[src/rtl/regfile_wb_arbiter.sv]
// Round-robin writeback arbiter: NREQ valid/ready sources share one regfile write port
// through a single registered output stage. Optional forwarding ports under `WB_FWD_EN`.
module regfile_wb_arbiter #(
    parameter int NREQ = 3,
    parameter int AW   = 5,
    parameter int DW   = 32
) (
    input  logic                 i_clk,
    input  logic                 i_rst,
    input  logic                 i_stall,
    input  logic [NREQ-1:0]      i_req_valid,
    input  logic [NREQ*AW-1:0]   i_req_addr,
    input  logic [NREQ*DW-1:0]   i_req_data,
    output logic [NREQ-1:0]      o_req_ready,
`ifdef WB_FWD_EN
    input  logic [AW-1:0]        i_rs1_addr,
    input  logic [AW-1:0]        i_rs2_addr,
    input  logic [DW-1:0]        i_rs1_rf,
    input  logic [DW-1:0]        i_rs2_rf,
    output logic [DW-1:0]        o_rs1_data,
    output logic [DW-1:0]        o_rs2_data,
`endif
    output logic                 o_rd_wren,
    output logic [AW-1:0]        o_rd_addr,
    output logic [DW-1:0]        o_rd_data,
    output logic                 o_busy
);

    localparam int PW  = (NREQ > 1) ? $clog2(NREQ) : 1;
    localparam int PW1 = PW + 1;

    logic [PW-1:0]   ptr_q, ptr_d;
    logic            wren_q, wren_d;
    logic [AW-1:0]   addr_q, addr_d;
    logic [DW-1:0]   data_q, data_d;

    logic [NREQ-1:0] grant_s;
    logic            found_s;
    logic [AW-1:0]   win_addr_s;
    logic [DW-1:0]   win_data_s;
    logic [PW-1:0]   win_next_s;

    // Round-robin scan starting at the pointer; nothing is granted in reset or stall.
    always_comb begin
        logic [PW:0]   sum_v;
        logic [PW-1:0] cand_v;
        grant_s = '0;
        found_s = 1'b0;
        sum_v   = '0;
        cand_v  = '0;
        if (i_rst && !i_stall) begin
            for (int i = 0; i < NREQ; i++) begin
                sum_v = {1'b0, ptr_q} + PW1'(i);
                if (sum_v >= PW1'(NREQ)) begin
                    sum_v = sum_v - PW1'(NREQ);
                end else begin
                    sum_v = sum_v;
                end
                cand_v = sum_v[PW-1:0];
                if (!found_s && i_req_valid[cand_v]) begin
                    grant_s[cand_v] = 1'b1;
                    found_s         = 1'b1;
                end else begin
                    found_s = found_s;
                end
            end
        end else begin
            grant_s = '0;
        end
    end

    assign o_req_ready = grant_s;

    // Mux the one-hot winner's payload and its successor pointer.
    always_comb begin
        win_addr_s = '0;
        win_data_s = '0;
        win_next_s = '0;
        for (int k = 0; k < NREQ; k++) begin
            win_addr_s = win_addr_s | (i_req_addr[k*AW +: AW] & {AW{grant_s[k]}});
            win_data_s = win_data_s | (i_req_data[k*DW +: DW] & {DW{grant_s[k]}});
            win_next_s = win_next_s |
                         (grant_s[k] ? ((k == NREQ - 1) ? '0 : PW'(k + 1)) : '0);
        end
    end

    // Next-state for the output stage; a write to x0 is consumed but never enabled.
    always_comb begin
        ptr_d  = ptr_q;
        wren_d = 1'b0;
        addr_d = addr_q;
        data_d = data_q;
        if (|grant_s) begin
            ptr_d  = win_next_s;
            wren_d = (win_addr_s != '0);
            addr_d = win_addr_s;
            data_d = win_data_s;
        end else begin
            ptr_d  = ptr_q;
            wren_d = 1'b0;
        end
    end

    // Output stage and round-robin pointer.
    always_ff @(posedge i_clk or negedge i_rst) begin
        if (!i_rst) begin
            ptr_q  <= '0;
            wren_q <= 1'b0;
            addr_q <= '0;
            data_q <= '0;
        end else begin
            ptr_q  <= ptr_d;
            wren_q <= wren_d;
            addr_q <= addr_d;
            data_q <= data_d;
        end
    end

    assign o_rd_wren = wren_q;
    assign o_rd_addr = addr_q;
    assign o_rd_data = data_q;
    assign o_busy    = wren_q;

`ifdef WB_FWD_EN
    // Bypass the pending write to readers of the same non-zero register.
    always_comb begin
        if (wren_q && (addr_q == i_rs1_addr) && (i_rs1_addr != '0)) begin
            o_rs1_data = data_q;
        end else begin
            o_rs1_data = i_rs1_rf;
        end
        if (wren_q && (addr_q == i_rs2_addr) && (i_rs2_addr != '0)) begin
            o_rs2_data = data_q;
        end else begin
            o_rs2_data = i_rs2_rf;
        end
    end
`endif

endmodule
[config.mk]
export PLATFORM = sky130hd
export DESIGN_NAME = regfile_wb_arbiter
export DESIGN_NICKNAME = d
export VERILOG_FILES = /design/src/rtl/regfile_wb_arbiter.sv
export SDC_FILE = /design/constraint.sdc
export NUM_CORES = 1
export LEC_CHECK = 0
export ABC_CLOCK_PERIOD_IN_PS = 4900
export CORE_MARGIN = 2
export CORE_UTILIZATION = 35
export CTS_BUF_LIST = sky130_fd_sc_hd__clkbuf_16
export DETAILED_ROUTE_END_ITERATION = 6
export GPL_ROUTABILITY_DRIVEN = 0
export GPL_TIMING_DRIVEN = 0
export PLACE_DENSITY = 0.87
export SYNTH_ARGS = -nofsm -noshare
export SYNTH_HDL_FRONTEND = slang
export SYNTH_SLANG_ARGS = --single-unit
[constraint.sdc]
create_clock -name i_clk -period 4.9 [get_ports i_clk]
set_input_delay 1.47 -clock i_clk [delete_from_list [all_inputs] [get_ports i_clk]]
set_output_delay 1.47 -clock i_clk [all_outputs]
set_load 0.01 [all_outputs]
==> out/qor.csv, run 1 <==
stage;metric;value;unit
critical_path;worst path arrival time;3.22;ns
status;status;finished clean;
clock_tree;CTS H-tree depth;2;
clock_tree;Max clock buf depth;2;
power;Pwr Total;0.00205;W
timing;period utilization;0.958;
layout;layout cells sized above 1;0.0815;
place;DP Area;0.00398;mm²
critical_path;nature of the critical path endpoint;output pin;
layout;leading cell type in the layout, fill and taps excluded;clkdlybuf4s50_1;
global_routing;grt total ovfl;0;
critical_path;critical path peak fanout;8;
critical_path;top cell family by delay on the critical path;buffers and inverters;
floorplan;Chip Width;84.9;µm
routing;vias after detailed routing;2438;
power;Max VDD drop;0.314;mV
synth;post-synth cell types;40;
routing;Starting DRT DRC Count;162;
global_routing;Total Routing Usage GR;0.221;
timing;setup TNS;0;ns
place;dpl hpwl;6.07;mm
floorplan;die height;84.9;µm
routing;total wire length;7.90;mm
timing;worst-margin pin slew;0.525;ns
synth;share of Yosys cell area claimed by the top area cell type;0.437;
floorplan;Rows;29;
routing;Residual DRC;0;
critical_path;required time worst endpoint;3.43;ns
clock_tree;clock tree from TritonCTS;yes;
synth;Post-synth EDFFs;0;
power;Pleak;1.85;nW
synth;Synth warnings;0;
clock_tree;Worst-Skew Late Latency;0.27;ns
routing;Post-DRT Antenna Nets;0;
layout;design area;0.00422;mm²
clock_tree;Clock transition at path regs;0.06;ns
floorplan;die area;0.00720;mm²
critical_path;crit path launch type;input port;
place;PortBufs;158;
clock_tree;hold_buf cts;0;
floorplan;Initial Util;0.360;
layout;Ant. Diodes;0;
synth;synthesized cell area;0.00229;mm²
timing;slew margin rel.;0.650;
synth;flops & latches, synth;40;
synth;Synth area leader;dfrtp_1;
routing;vias per inst;5.48;
flow_run;Max Cap Viol;0;
synth;synth top area cells;dfrtp_1, a221o_1, mux2i_1;
layout;Layout Nets;488;
global_routing;initial antenna violation count;0;
timing;Final min period;4.69;ns
global_routing;first-pass GRT wire length;12.8;mm
clock_tree;Root Driver;clkbuf_16;
synth;synthesized netlist cell count;200;
floorplan;Boundary Pins;159;
synth;sequential fraction of the synthesis area;0.437;
layout;layout overhead on the synthesized area;84.6;%
timing;final setup violating endpoints;0;
routing;Routed WL per cell;17.8;µm
layout;commonest non-fill, non-tap cells in the layout;clkdlybuf4s50_1, dfrtp_1, inv_1, a22o_1, a221o_1;
critical_path;slowest stage delay, CP;0.57;ns
routing;Pre-Repair DR Iteration Count;4;
power;Cell Pwr Density;486;mW/mm²
critical_path;WP buf/inv;2;
synth;mean post-synth cell area;11.4;µm²
worst_hold_path;Tightest Hold Check Type;reg -> reg;
synth;async set-reset flop share out of synthesis;1.00;
timing;hold slack final;0.493;ns
critical_path;worst-path cell chain;dlygate4sd2_1, mux2i_1, a221oi_1, a31oi_2, o22ai_4, clkdlybuf4s50_1;
synth;ys flop type;dfrtp_1;
synth;Synthesized Nets;321;
critical_path;Crit Path Category;in -> out;
global_routing;largest net degree at the start of global routing;21;
clock_tree;number of CTS-inserted buffers;5;
timing;RSZ-0062 raised after global routing;no;
global_routing;vias in the first global route;2649;
timing;Peak Freq;0.213;GHz
critical_path;slowest stage cell, crit path;clkdlybuf4s50_1;
timing;final hold vios;0;
timing;Slew Viols, Final;0;
timing;Max Clock Skew;0.00249;ns
clock_tree;clk sinks;40;
floorplan;core box area;0.00635;mm²
flip-flops by register name, indices dropped and copies added (netlist names):
name / cells
o_busy: 1
o_rd_addr: 5
o_rd_data: 32
ptr_q: 2
synthesized netlist by cell type (2+ instances only):
cell / number
a21bo_1: 2
a21o_1: 2
a21oi_1: 2
a221o_1: 20
a222oi_1: 17
a22o_1: 20
buf_2: 4
buf_4: 2
buf_6: 5
clkbuf_1: 7
dfrtp_1: 40
ha_1: 4
inv_1: 20
mux2i_1: 19
nand2_1: 3
nand2b_1: 2
nand4_1: 2
nor2b_1: 4
o2111ai_1: 2
or3_1: 3
final cells by class:
class / instances / area (µm²)
Tap cell: 77 / 96.3
Fill cell: 508 / 2130
Sequential cell: 40 / 1000
Multi-Input combinational cell: 121 / 1110
Clock inverter: 3 / 37.5
Inverter: 20 / 75.1
Timing Repair Buffer: 163 / 1650
Clock buffer: 5 / 125
Buffer: 16 / 121
worst paths after layout:
| kind | cells after the start | end | slack, ns | start |
|---|---|---|---|---|
| setup / recovery | 6 | o_req_ready[0] | 0.21 | i_req_valid[2] |
| hold / removal | 1 | o_rd_addr[4]$_DFFE_PN0P_ | 0.49 | o_rd_addr[4]$_DFFE_PN0P_ |
| setup reg to reg | 11 | o_rd_addr[2]$_DFFE_PN0P_ | 2.08 | ptr_q[0]$_DFFE_PN0P_ |
| hold reg to reg | 1 | o_rd_addr[4]$_DFFE_PN0P_ | 0.49 | o_rd_addr[4]$_DFFE_PN0P_ |
| max in group asynchronous | 2 | o_rd_data[28]$_DFFE_PN0P_ | 3.44 | i_rst |
| min in group asynchronous | 1 | o_rd_data[14]$_DFFE_PN0P_ | 1.00 | i_rst |
report_power, final:
group	switching, W	internal (W)
combinational	0.000495	0.000643
sequential	0.0000810	0.000474
clock	0.000124	0.000237
total	0.000700	0.00135
routing by layer:
metal  vias to the layer above  global-route usage  part of all wire  wire, µm
met2                        95               0.401              0.54      4300
met1                      1198               0.262              0.39      3070
li1                       1139                   -                 -         -
met5                         -                   0                 0         0
met4                         0              0.0534            0.0094        74
met3                         6              0.0545             0.058       459
cell families (layout without fill, tap and decap cells):
logic type,count (synthesis),in the layout,synth area share
AOI/OAI and AO/OA,77,77,0.313
adders and majority gates,4,4,0.0219
buffers and inverters,39,207,0.0858
DFF,40,40,0.437
muxes,19,19,0.0831
and+or+nand+nor,21,21,0.0590
through the flow:
step | util | worst slack [ns] | instances
3_5_place_dp | 0.627 | -0.565 | 436
6_report | 0.665 | 0.207 | 445
5_1_grt | 0.665 | 0.110 | 445
3_3_place_gp | 0.625 | -2.12 | 435
4_1_cts | 0.663 | 0.00963 | 445
2_1_floorplan | - | 0.747 | 200
what timing repair did:
action / 4_1_cts / 5_1_grt
gates cloned: 1 / 0
endpoints found under the setup margin: 3 / 2
setup buffers: 3 / 0
pin swaps: 3 / 0
gates resized for setup: 9 / 4
No activity file was read; power rests on OpenSTA's default activity.
==> run 2, diff against run 1 <==
CORE_ASPECT_RATIO = 0.6   (was unset)
PLACE_DENSITY = 0.8   (was 0.87)
==> run 2 against run 1 <==
Routed wire length decreased by 0.34%. Via count is 1.8% lower. Clock-buffer cell count is the same. Critical endpoint is now o_req_ready[2]. Cell area down 0.50%. Sequential power barely moved. Sequential share of layout area rose by 0.12 points. Sequential cell count stayed put. Largest power group unchanged. First-iteration DRC count grew 12%.
==> out/qor.csv, run 2 (synthesis gave the netlist of run 1 again) <==
stage;metric;value;unit;change
global_routing;vias in the first global route;2392;;-9.7%
clock_tree;hold_buf cts;0;;unchanged
power;Sw Share;0.331;;-0.00955
critical_path;nature of the critical path endpoint;output pin;;
routing;Pre-Repair DR Iteration Count;5;;+1
power;Logic pwr share;0.539;;-0.015
routing;Starting DRT DRC Count;182;;+12%
status;status;finished clean;;
critical_path;top cell family by delay on the critical path;simple AND/OR/NAND/NOR gates;;
timing;Final min period;4.77;ns;+0.0778 ns
routing;Residual DRC;0;;unchanged
routing;vias after detailed routing;2395;;-1.8%
critical_path;WP buf/inv;2;;unchanged
layout;Non-Filler Instances;449;;+0.90%
layout;leading cell type in the layout, fill and taps excluded;clkdlybuf4s50_1;;
clock_tree;clock tree from TritonCTS;yes;;
power;net switching power;0.000694;W;-0.92%
floorplan;Chip Width;108;µm;+28%
layout;layout cells sized above 1;0.0740;;-0.00755
layout;layout overhead on the synthesized area;83.7;%;
timing;Max Clock Skew;0.00520;ns;+0.00270 ns
clock_tree;CTS H-tree depth;2;;unchanged
timing;Slew Viols, Final;0;;unchanged
place;Setup WS pre-CTS;-0.566;ns;-0.000663 ns
place;dpl hpwl;6.19;mm;+2.1%
timing;slew margin rel.;0.651;;+0.00154
power;Pleak;1.81;nW;-2.0%
layout;commonest non-fill, non-tap cells in the layout;clkdlybuf4s50_1, dfrtp_1, inv_1, a22o_1, a221o_1;;
routing;Routed WL per cell;17.5;µm;-1.2%
routing;total wire length;7.88;mm;-0.34%
routing;vias per inst;5.33;;-2.6%
critical_path;Crit Path Category;in -> out;;
timing;worst-margin pin slew;0.523;ns;-0.00230 ns
critical_path;slowest stage delay, CP;0.59;ns;+0.02 ns
power;Clk pwr share;0.196;;+0.020
floorplan;Initial Util;0.368;;+0.00747
critical_path;slowest stage cell, crit path;or4b_1;;
timing;final hold vios;0;;unchanged
clock_tree;number of CTS-inserted buffers;5;;unchanged
clock_tree;Root Driver;clkbuf_16;;
critical_path;critical path peak fanout;14;;+6
clock_tree;clk sinks;40;;unchanged
layout;Layout Nets;486;;-0.41%
critical_path;worst path arrival time;3.30;ns;+0.08 ns
critical_path;required time worst endpoint;3.43;ns;about the same
global_routing;first-pass GRT wire length;11.8;mm;-7.5%
layout;Layout fillers;503;;-0.98%
floorplan;die area;0.00722;mm²;+0.30%
timing;final setup margin;0.129;ns;-0.0778 ns
clock_tree;Worst-Skew Late Latency;0.28;ns;about the same
floorplan;core box area;0.00622;mm²;-2.0%
global_routing;grt total ovfl;0;;unchanged
clock_tree;Max clock buf depth;2;;unchanged
floorplan;Rows;22;;-24%
layout;Core Util, Final;0.676;;+0.0104
power;sequential power share;0.265;;-0.005
timing;RSZ-0062 raised after global routing;no;;
timing;final setup violating endpoints;0;;unchanged
place;PortBufs;158;;unchanged
timing;period utilization;0.974;;+0.0159
critical_path;crit path launch type;input port;;
place;Cells after DPL;443;;+1.6%
power;Internal;0.00140;W;+3.4%
routing;Post-DRT Antenna Nets;0;;unchanged
floorplan;Boundary Pins;159;;unchanged
global_routing;Total Routing Usage GR;0.217;;-0.00371
global_routing;initial antenna violation count;0;;unchanged
layout;Sequential Area;0.00100;mm²;unchanged
power;Cell Pwr Density;498;mW/mm²;+2.4%
layout;multi-input logic area;0.00111;mm²;-0.79%
worst_hold_path;Tightest Hold Check Type;reg -> reg;;
global_routing;largest net degree at the start of global routing;30;;+43%
power;Max VDD drop;0.260;mV;-17%
layout;max reg flops;32;;unchanged
clock_tree;Clock transition at path regs;0.06;ns;about the same
timing;Peak Freq;0.210;GHz;-1.6%
floorplan;die height;66.6;µm;-21%
layout;Ant. Diodes;0;;unchanged
flow_run;Max Cap Viol;0;;unchanged
critical_path;worst-path cell chain;clkdlybuf4s50_1, nor2b_4, nand2_1, or4b_1, nand3_4, dlygate4sd2_1;;
==> run 2: cell count changes in the layout (fill, tap and decap cells not counted), sizes merged <==
cell / previous run / this run
clkinv: 2 / 0
bufbuf: 1 / 0
dlymetal6s2s: 2 / 1
bufinv: 1 / 2
buf: 16 / 15
dlygate4sd2: 3 / 4
==> run 2: cell type report <==
class                   instances  share of cell area
plain buffers                  16              0.0289
clock buffers                   5              0.0298
clock inverters                 2              0.0143
inverters                      20              0.0179
multi-input cells             121               0.263
flip-flops and latches         40               0.238
well taps                      84              0.0250
repair buffers                161               0.383
==> run 2: through the flow <==
stage	hold slack, ns	power, W	cell area (µm²)	TNS, ns
finish	0.483	0.00209	4200	0
global route	0.503	0.00222	4200	0
CTS	0.481	0.00211	4200	0
detailed placement	0.468	0.00168	3990	-1.61
global placement	0.468	0.00166	3980	-22.69
floorplan	0.506	0.00116	2290	0
==> run 2: routing by layer <==
| layer | GRT usage | vias to the layer above | share of wire |
|---|---|---|---|
| li1 | - | 1138 | - |
| met1 | 0.260 | 1123 | 0.42 |
| met2 | 0.368 | 122 | 0.46 |
| met3 | 0.0753 | 12 | 0.10 |
| met4 | 0.0721 | 0 | 0.017 |
| met5 | 0 | - | 0 |
==> run 2: timing repair <==
action	in CTS	in global routing
pin swaps	3	0
buffers inserted	2	0
setup endpoints to repair	3	1
resized for setup	10	1
==> run 2: final timing paths <==
kind / start / end / slack, ns / depth (start not counted)
min in group asynchronous: i_rst / o_rd_data[7]$_DFFE_PN0P_ / 1.07 / 1
hold / removal: o_rd_addr[2]$_DFFE_PN0P_ / o_rd_addr[2]$_DFFE_PN0P_ / 0.48 / 1
max in group asynchronous: i_rst / o_rd_data[15]$_DFFE_PN0P_ / 3.38 / 2
hold reg to reg: o_rd_addr[2]$_DFFE_PN0P_ / o_rd_addr[2]$_DFFE_PN0P_ / 0.48 / 1
setup reg to reg: ptr_q[1]$_DFFE_PN0P_ / o_rd_data[14]$_DFFE_PN0P_ / 2.16 / 11
setup / recovery: i_stall / o_req_ready[2] / 0.13 / 6
==> run 2: worst register-to-register path: cells and delay by family (launching register included) <==
family          cells  cell delay [ns]
buf+inv             4             1.02
flops               1             0.40
mux                 1             0.17
compound gates      5             0.86
fa+ha+maj           1             0.22
==> run 2: power by group through the flow <==
stage | combinational [W] | sequential, W | clock, W
after floorplan | 0.000550 | 0.000612 | 0
after global placement | 0.00111 | 0.000553 | 0
after detailed placement | 0.00113 | 0.000557 | 0
after CTS | 0.00114 | 0.000555 | 0.000419
after global routing | 0.00122 | 0.000572 | 0.000433
final | 0.00113 | 0.000554 | 0.000410
